==> config.mk <==
export PLATFORM = sky130hd
export DESIGN_NAME = ddr_axi_wr_master
export DESIGN_NICKNAME = d
export VERILOG_FILES = /design/src/rtl/ddr_axi_pkg.sv /design/src/rtl/ddr_axi_len_fifo.sv /design/src/rtl/ddr_axi_wr_master.sv
export SDC_FILE = /design/constraint.sdc
export NUM_CORES = 1
export LEC_CHECK = 0
export ABC_AREA = 1
export CORE_AREA = 2 2 483 485
export CTS_CLUSTER_SIZE = 30
export DETAILED_ROUTE_END_ITERATION = 6
export DIE_AREA = 0 0 485 487
export PLACE_DENSITY = 0.3
export SETUP_SLACK_MARGIN = 0.05
export SLEW_MARGIN = 30
export SYNTH_ARGS = -nofsm -noshare
export SYNTH_HDL_FRONTEND = slang
export SYNTH_HIERARCHICAL = 1
export SYNTH_SLANG_ARGS = --single-unit
==> constraint.sdc <==
create_clock -name clk_ddr -period 3 [get_ports clk_ddr]
set_input_delay 0.45 -clock clk_ddr [delete_from_list [all_inputs] [get_ports clk_ddr]]
set_output_delay 0.45 -clock clk_ddr [all_outputs]
set_load 0.01 [all_outputs]
==> src/rtl/ddr_axi_pkg.sv <==
// Shared AXI encodings, the 4 KB page constant and the write-master state type.
package ddr_axi_pkg;

  localparam logic [1:0] BURST_INCR    = 2'b01;
  localparam logic [1:0] RESP_OKAY     = 2'b00;
  localparam logic [1:0] RESP_SLVERR   = 2'b10;
  localparam logic [1:0] RESP_DECERR   = 2'b11;
  localparam logic [3:0] CACHE_DEFAULT = 4'b0011;

  localparam int unsigned BOUNDARY_4K = 4096;

  typedef enum logic [1:0] {
    IDLE,
    RUN,
    DRAIN,
    DONE
  } state_t;

endpackage

==> src/rtl/ddr_axi_len_fifo.sv <==
// Small synchronous FIFO carrying awlen values from the AW side to the W side.
module ddr_axi_len_fifo #(
  parameter int DEPTH = 4,
  parameter int WIDTH = 8
) (
  input  logic             clk,
  input  logic             rst,
  input  logic             push,
  input  logic [WIDTH-1:0] wdata,
  input  logic             pop,
  output logic [WIDTH-1:0] rdata,
  output logic             full,
  output logic             empty
);

  localparam int PW = (DEPTH > 1) ? $clog2(DEPTH) : 1;
  localparam int CW = $clog2(DEPTH + 1);

  logic [WIDTH-1:0] mem [DEPTH];
  logic [PW-1:0]    wr_ptr;
  logic [PW-1:0]    rd_ptr;
  logic [CW-1:0]    count;
  logic             do_push;
  logic             do_pop;

  // Pointers wrap explicitly so DEPTH need not be a power of two.
  function automatic logic [PW-1:0] bump(input logic [PW-1:0] p);
    return (p == PW'(DEPTH - 1)) ? '0 : p + 1'b1;
  endfunction

  assign do_push = push & ~full;
  assign do_pop  = pop & ~empty;

  always_ff @(posedge clk or posedge rst) begin
    if (rst) begin
      wr_ptr <= '0;
      rd_ptr <= '0;
      count  <= '0;
    end else begin
      if (do_push) wr_ptr <= bump(wr_ptr);
      if (do_pop)  rd_ptr <= bump(rd_ptr);
      case ({do_push, do_pop})
        2'b10:   count <= count + 1'b1;
        2'b01:   count <= count - 1'b1;
        default: count <= count;
      endcase
    end
  end

  always_ff @(posedge clk) begin
    if (do_push) mem[wr_ptr] <= wdata;
  end

  assign rdata = mem[rd_ptr];
  assign full  = (count == CW'(DEPTH));
  assign empty = (count == '0);

endmodule

==> src/rtl/ddr_axi_wr_master.sv <==
// AXI4 burst write master: splits a (start address, beat count) command into
// INCR bursts that never cross 4 KB and streams the payload onto the W channel.
module ddr_axi_wr_master
  import ddr_axi_pkg::*;
#(
  parameter int ID_WIDTH        = 4,
  parameter int ADDR_WIDTH      = 32,
  parameter int DATA_WIDTH      = 512,
  parameter int AXI_ID          = 0,
  parameter int MAX_BURST       = 64,
  parameter int MAX_OUTSTANDING = 4,
  parameter int LEN_WIDTH       = 24
) (
  input  logic                    clk_ddr,
  input  logic                    reset,
  input  logic                    cmd_valid,
  output logic                    cmd_ready,
  input  logic [ADDR_WIDTH-1:0]   cmd_addr,
  input  logic [LEN_WIDTH-1:0]    cmd_beats,
  input  logic                    s_data_valid,
  input  logic [DATA_WIDTH-1:0]   s_data,
  output logic                    s_data_ready,
  output logic                    done,
  output logic                    err,
  output logic                    busy,
  output logic [ID_WIDTH-1:0]     m_axi_awid,
  output logic [ADDR_WIDTH-1:0]   m_axi_awaddr,
  output logic [7:0]              m_axi_awlen,
  output logic [2:0]              m_axi_awsize,
  output logic [1:0]              m_axi_awburst,
  output logic [0:0]              m_axi_awlock,
  output logic [3:0]              m_axi_awcache,
  output logic [2:0]              m_axi_awprot,
  output logic [3:0]              m_axi_awqos,
  output logic                    m_axi_awvalid,
  input  logic                    m_axi_awready,
  output logic [DATA_WIDTH-1:0]   m_axi_wdata,
  output logic [DATA_WIDTH/8-1:0] m_axi_wstrb,
  output logic                    m_axi_wlast,
  output logic                    m_axi_wvalid,
  input  logic                    m_axi_wready,
  input  logic [ID_WIDTH-1:0]     m_axi_bid,
  input  logic [1:0]              m_axi_bresp,
  input  logic                    m_axi_bvalid,
  output logic                    m_axi_bready
);

  localparam int BYTES = DATA_WIDTH / 8;
  localparam int SIZE  = $clog2(BYTES);
  localparam int OW    = $clog2(MAX_OUTSTANDING + 1);
  localparam logic [ADDR_WIDTH-1:0] ADDR_MASK = ~ADDR_WIDTH'(BYTES - 1);

  state_t                  state;
  state_t                  state_nxt;
  logic                    live;
  logic [ADDR_WIDTH-1:0]   addr;
  logic [LEN_WIDTH-1:0]    remaining;
  logic [OW-1:0]           outstanding;
  logic [OW-1:0]           outstanding_nxt;
  logic                    aw_valid;
  logic [ADDR_WIDTH-1:0]   aw_addr;
  logic [7:0]              aw_len;
  logic [8:0]              aw_blen;
  logic [8:0]              blen;
  logic [7:0]              beat_cnt;
  logic                    err_q;
  logic                    fifo_full;
  logic                    fifo_empty;
  logic [7:0]              fifo_head;
  logic                    cmd_hs;
  logic                    aw_hs;
  logic                    w_hs;
  logic                    b_hs;
  logic                    aw_issue;
  logic                    all_issued;
  logic                    unused_bid;

  // Beats in the next burst: limited by what is left, MAX_BURST and the 4 KB page.
  function automatic logic [8:0] burst_len(input logic [11:0] page_off,
                                           input logic [LEN_WIDTH-1:0] rem);
    logic [12:0] room;
    logic [31:0] n;
    room = 13'(BOUNDARY_4K) - {1'b0, page_off};
    n    = 32'(MAX_BURST);
    if (32'(room >> SIZE) < n) n = 32'(room >> SIZE);
    if (32'(rem) < n)          n = 32'(rem);
    return 9'(n);
  endfunction

  assign unused_bid = ^m_axi_bid;

  assign cmd_hs     = cmd_valid & cmd_ready;
  assign aw_hs      = aw_valid & m_axi_awready;
  assign w_hs       = m_axi_wvalid & m_axi_wready;
  assign b_hs       = m_axi_bvalid & m_axi_bready;
  assign blen       = burst_len(addr[11:0], remaining);
  assign aw_blen    = {1'b0, aw_len} + 9'd1;
  assign aw_issue   = (state == RUN) & ~aw_valid & (remaining != '0) &
                      (outstanding < OW'(MAX_OUTSTANDING)) & ~fifo_full;
  assign all_issued = (remaining == '0) & ~aw_valid & fifo_empty;

  always_comb begin
    outstanding_nxt = outstanding;
    case ({aw_hs, b_hs})
      2'b10:   outstanding_nxt = outstanding + 1'b1;
      2'b01:   outstanding_nxt = outstanding - 1'b1;
      default: outstanding_nxt = outstanding;
    endcase
  end

  // A last B that lands while still in RUN skips DRAIN so done keeps its latency.
  always_comb begin
    state_nxt = state;
    case (state)
      IDLE:    if (cmd_hs) state_nxt = (cmd_beats == '0) ? DONE : RUN;
      RUN:     if (all_issued) state_nxt = (outstanding_nxt == '0) ? DONE : DRAIN;
      DRAIN:   if (outstanding_nxt == '0) state_nxt = DONE;
      DONE:    state_nxt = IDLE;
      default: state_nxt = IDLE;
    endcase
  end

  always_ff @(posedge clk_ddr or posedge reset) begin
    if (reset) state <= IDLE;
    else       state <= state_nxt;
  end

  always_ff @(posedge clk_ddr or posedge reset) begin
    if (reset) begin
      live        <= 1'b0;
      addr        <= '0;
      remaining   <= '0;
      outstanding <= '0;
      aw_valid    <= 1'b0;
      aw_addr     <= '0;
      aw_len      <= '0;
      beat_cnt    <= '0;
      err_q       <= 1'b0;
    end else begin
      live        <= 1'b1;
      outstanding <= outstanding_nxt;
      if (cmd_hs) begin
        addr      <= cmd_addr & ADDR_MASK;
        remaining <= cmd_beats;
      end else if (aw_hs) begin
        addr      <= addr + (ADDR_WIDTH'(aw_blen) << SIZE);
        remaining <= remaining - LEN_WIDTH'(aw_blen);
      end
      // AW payload is frozen while awvalid is up.
      if (aw_hs) begin
        aw_valid <= 1'b0;
      end else if (aw_issue) begin
        aw_valid <= 1'b1;
        aw_addr  <= addr;
        aw_len   <= 8'(blen - 9'd1);
      end
      if (w_hs) beat_cnt <= m_axi_wlast ? 8'd0 : beat_cnt + 8'd1;
      if (cmd_hs)                                err_q <= 1'b0;
      else if (b_hs && m_axi_bresp != RESP_OKAY) err_q <= 1'b1;
    end
  end

  // Only bursts whose AW has completed sit in the FIFO, so W can never lead AW.
  ddr_axi_len_fifo #(
    .DEPTH (MAX_OUTSTANDING),
    .WIDTH (8)
  ) u_len_fifo (
    .clk   (clk_ddr),
    .rst   (reset),
    .push  (aw_hs),
    .wdata (aw_len),
    .pop   (w_hs & m_axi_wlast),
    .rdata (fifo_head),
    .full  (fifo_full),
    .empty (fifo_empty)
  );

  assign m_axi_awid    = ID_WIDTH'(AXI_ID);
  assign m_axi_awaddr  = aw_addr;
  assign m_axi_awlen   = aw_len;
  assign m_axi_awsize  = 3'(SIZE);
  assign m_axi_awburst = BURST_INCR;
  assign m_axi_awlock  = 1'b0;
  assign m_axi_awcache = CACHE_DEFAULT;
  assign m_axi_awprot  = 3'b000;
  assign m_axi_awqos   = 4'b0000;
  assign m_axi_awvalid = aw_valid;

  assign m_axi_wdata   = s_data;
  assign m_axi_wstrb   = '1;
  assign m_axi_wvalid  = s_data_valid & ~fifo_empty;
  assign m_axi_wlast   = ~fifo_empty & (beat_cnt == fifo_head);
  assign s_data_ready  = m_axi_wready & ~fifo_empty;
  assign m_axi_bready  = (state == RUN) | (state == DRAIN);

  assign cmd_ready = live & (state == IDLE);
  assign busy      = (state != IDLE);
  assign done      = (state == DONE);
  assign err       = err_q;

endmodule

==> metrics, run 1 <==
commonest non-fill, non-tap cell in the layout=nand2_1; insertion delay to the later sink of the worst-skew pair=510 ps; drc violations=0; critical path class=reg2reg; final cell count without fillers=4441; YS warnings=6; max_cap viols=0; total global routing overflow=0; CTS Hold Bufs=0; routed via count=9145; critical path arrival=3230 ps; First DRT Iteration DRCs=493; RSZ-0062 raised after global routing=yes; ys async rst share=0.770; R2R setup slack=200 ps; reg-to-reg endpoint=addr[26]; DRT Pass-1 Iters=5; register area share after synthesis=0.279; setup TNS=0 ps; Reg2Reg Launch Point=m_axi_awlen[0]; Max Fclk=357 MHz; Final Hold Fails=0; final worst setup slack=200 ps; Placed Instances=4387; final core utilization=0.0681; Post-Synthesis Cells=1658; CP startpoint kind=flop; Rows=177; hold path start=u_len_fifo/count[0]; Clock Path Buffers=2; Synth Cell Area=13100 um2; Layout Nets=2010; period utilisation layout=0.933; I/O Buffers=101; R2R depth=20; final wirelength=107000 um; Hold Crit Class=reg2reg; global placer's final weighted congestion=0.717; Setup WS pre-CTS=-117 ps; WHS Path Cells=1; final setup violation count=0; initial antenna violation count=8; peak fanout along the critical path=4; TritonCTS buffer count=17; Tightest Pin Transition=603 ps; most frequent cells in the layout=254 x nand2_1, 153 x inv_1, 136 x buf_4, 107 x dfrtp_1, 100 x clkdlybuf4s50_1; area of the multi-input gates=4840 um2; pwr dens=892 nW/um2; final max-slew violation count=0; Yosys reg bits=139; largest net degree at the start of global routing=59; io pins=1227; Area contributors post-synth=buf_4 35%, dfrtp_1 21%, nand2_1 7.6%; drt via density=2.06; clock sink total=139; Hold Worst Slack=475 ps; first-pass GRT wire length=126000 um; Primary FF master, synth=dfrtp_1; Yosys top cell by area=buf_4; worst hold endpoint=u_len_fifo/count[0]; status=complete, no violations; CP startpoint=m_axi_awlen[0]; ANT nets after route=0; register area=3640 um2; die area=236000 um2; min Tclk post-route=2800 ps; CTS tree=done; number of flops mapped to enable cells by yosys=32; CTS clock-pin slew for the worst setup and hold paths=70 ps; CP Data Required Time=3430 ps; fraction of layout instances using a drive strength above 1=0.212; WL/cell=24.0 um; core area=231000 um2; leak pwr=5.79 nW; H-tree levels=4; vias in the first global route=9259; post-synthesis cell type count=53; Final Skew=18.4 ps; slew margin rel.=0.594; die width=485 um; Worst setup EP type=flop; initial core utilization=0.0564; Synth Area per Inst=7.88 um2; post-synth top area share=0.347; maximum vdd ir drop=373 uV; HPWL after DPL=96400 um; die height=487 um; P&R area growth vs syn=20.6%; all-layer global routing usage=0.0871; Root Driver=clkbuf_16; Layout fillers=27158
layer usage:
metal / vias to the layer above / GRT usage / share of wire
li1: 4052 / - / -
met4: 20 / 0.0296 / 0.032
met3: 249 / 0.143 / 0.34
met2: 845 / 0.127 / 0.42
met5: - / 0.0112 / 0.0043
met1: 3979 / 0.0485 / 0.20
timing repair:
item	4_1_cts	5_1_grt
buffers inserted	8	13
hold endpoints to repair	0	0
resized for setup	32	75
pin swaps	9	30
endpoints found under the setup margin	22	40
power by group:
part / switching, mW / total (mW) / internal, mW
Clock: 1.05 / 2.28 / 1.23
Combinational: 4.71 / 8.49 / 3.77
Sequential: 0.600 / 3.28 / 2.68
flip-flops by register name (all words and copies together), names as in the netlist, 2 cells and up:
name / flops
beat_cnt: 8
u_len_fifo/count: 3
outstanding: 3
u_len_fifo/wr_ptr: 2
m_axi_awlen: 8
u_len_fifo/rd_ptr: 2
u_len_fifo/mem: 32
state: 2
remaining: 24
addr: 26
m_axi_awaddr: 26
synthesized netlist by cell type, types with 3 or more instances:
cell type and number:
a21oi_1 28, a31oi_1 3, buf_2 3, buf_4 603, buf_6 6, clkbuf_1 17, dfrtp_1 107, edfxtp_1 32
fa_1 4, ha_1 41, inv_1 165, inv_2 5, nand2_1 264, nand2_2 8, nand2_4 4, nand3_1 49
nand3_2 4, nand4_1 13, nor2_1 71, nor2_2 5, nor3_1 12, nor4_1 13, o211ai_1 34, o21ai_0 63
o21bai_1 6, o221ai_1 24, o22ai_1 3, or2_2 4, xnor2_1 12, xor2_1 22
logic make-up after synthesis:
| family | count (synthesis) | share of synthesized area |
|---|---|---|
| XOR/XNOR | 34 | 0.0228 |
| adder cells (fa/ha/maj) | 45 | 0.0454 |
| AND/OR/NAND/NOR | 457 | 0.156 |
| buffers and inverters | 802 | 0.408 |
| flip-flops | 139 | 0.279 |
| AO/OA/AOI/OAI | 179 | 0.0886 |
| other | 2 | 0.000575 |
metrics by stage:
step                      total power, mW  area, um2
after CTS                            13.9      15300
after global routing                 15.4      15800
final                                14.1      15800
after floorplan                      8.12      13400
after detailed placement             11.3      14600
after global placement               11.3      14600
critical path: stages, from the launching register on:
cell and delay [ps]:
dfrtp_1 420, ha_2 220, nand2_2 70, inv_4 50, nand4_1 120, nor2_1 60, inv_1 80, nor2_1 50
buf_4 150, buf_12 130, ha_4 270, buf_4 120, nand2_2 70, nor2_1 280, nand2_1 100, o21ai_0 80
nand2_1 80, nand2_1 70, xor2_1 150, nand2_1 90, o211ai_1 90
final cells by class:
class,count,share of cell area
multi-input combinational,807,0.307
tap,3043,0.242
sequential,139,0.231
timing repair buffer,247,0.141
inverter,172,0.0416
clock buffer,22,0.0303
clock inverter,10,0.00675
antenna,1,0.000159
worst max-delay path by stage:
stage / endpoint / slack [ps] / depth (start not counted)
detailed placement: remaining[23] / -120 / 17
global route: addr[21] / 1 / 17
CTS: m_axi_wlast / 10 / 8
floorplan: u_len_fifo/count[2] / 100 / 20
finish: addr[26] / 200 / 20
global placement: m_axi_awlen[6] / -130 / 18
Power figures use the tool's default switching activity.
==> run 2: changes to the inputs <==
--- a/config.mk
+++ b/config.mk
@@ -7,6 +7,7 @@
 export LEC_CHECK = 0
 export ABC_AREA = 1
 export CORE_AREA = 2 2 483 485
+export CTS_CLUSTER_DIAMETER = 60
 export CTS_CLUSTER_SIZE = 30
 export DETAILED_ROUTE_END_ITERATION = 6
 export DIE_AREA = 0 0 485 487
==> results of run 2 <==
No change in the layout: final DEF, timing and power equal those of run 1.
==> run 3: changes to the inputs <==
--- a/config.mk
+++ b/config.mk
@@ -7,7 +7,6 @@
 export LEC_CHECK = 0
 export ABC_AREA = 1
 export CORE_AREA = 2 2 483 485
-export CTS_CLUSTER_DIAMETER = 60
 export CTS_CLUSTER_SIZE = 30
 export DETAILED_ROUTE_END_ITERATION = 6
 export DIE_AREA = 0 0 485 487
==> results of run 3 <==
No change in the layout: final DEF, timing and power equal those of run 1.
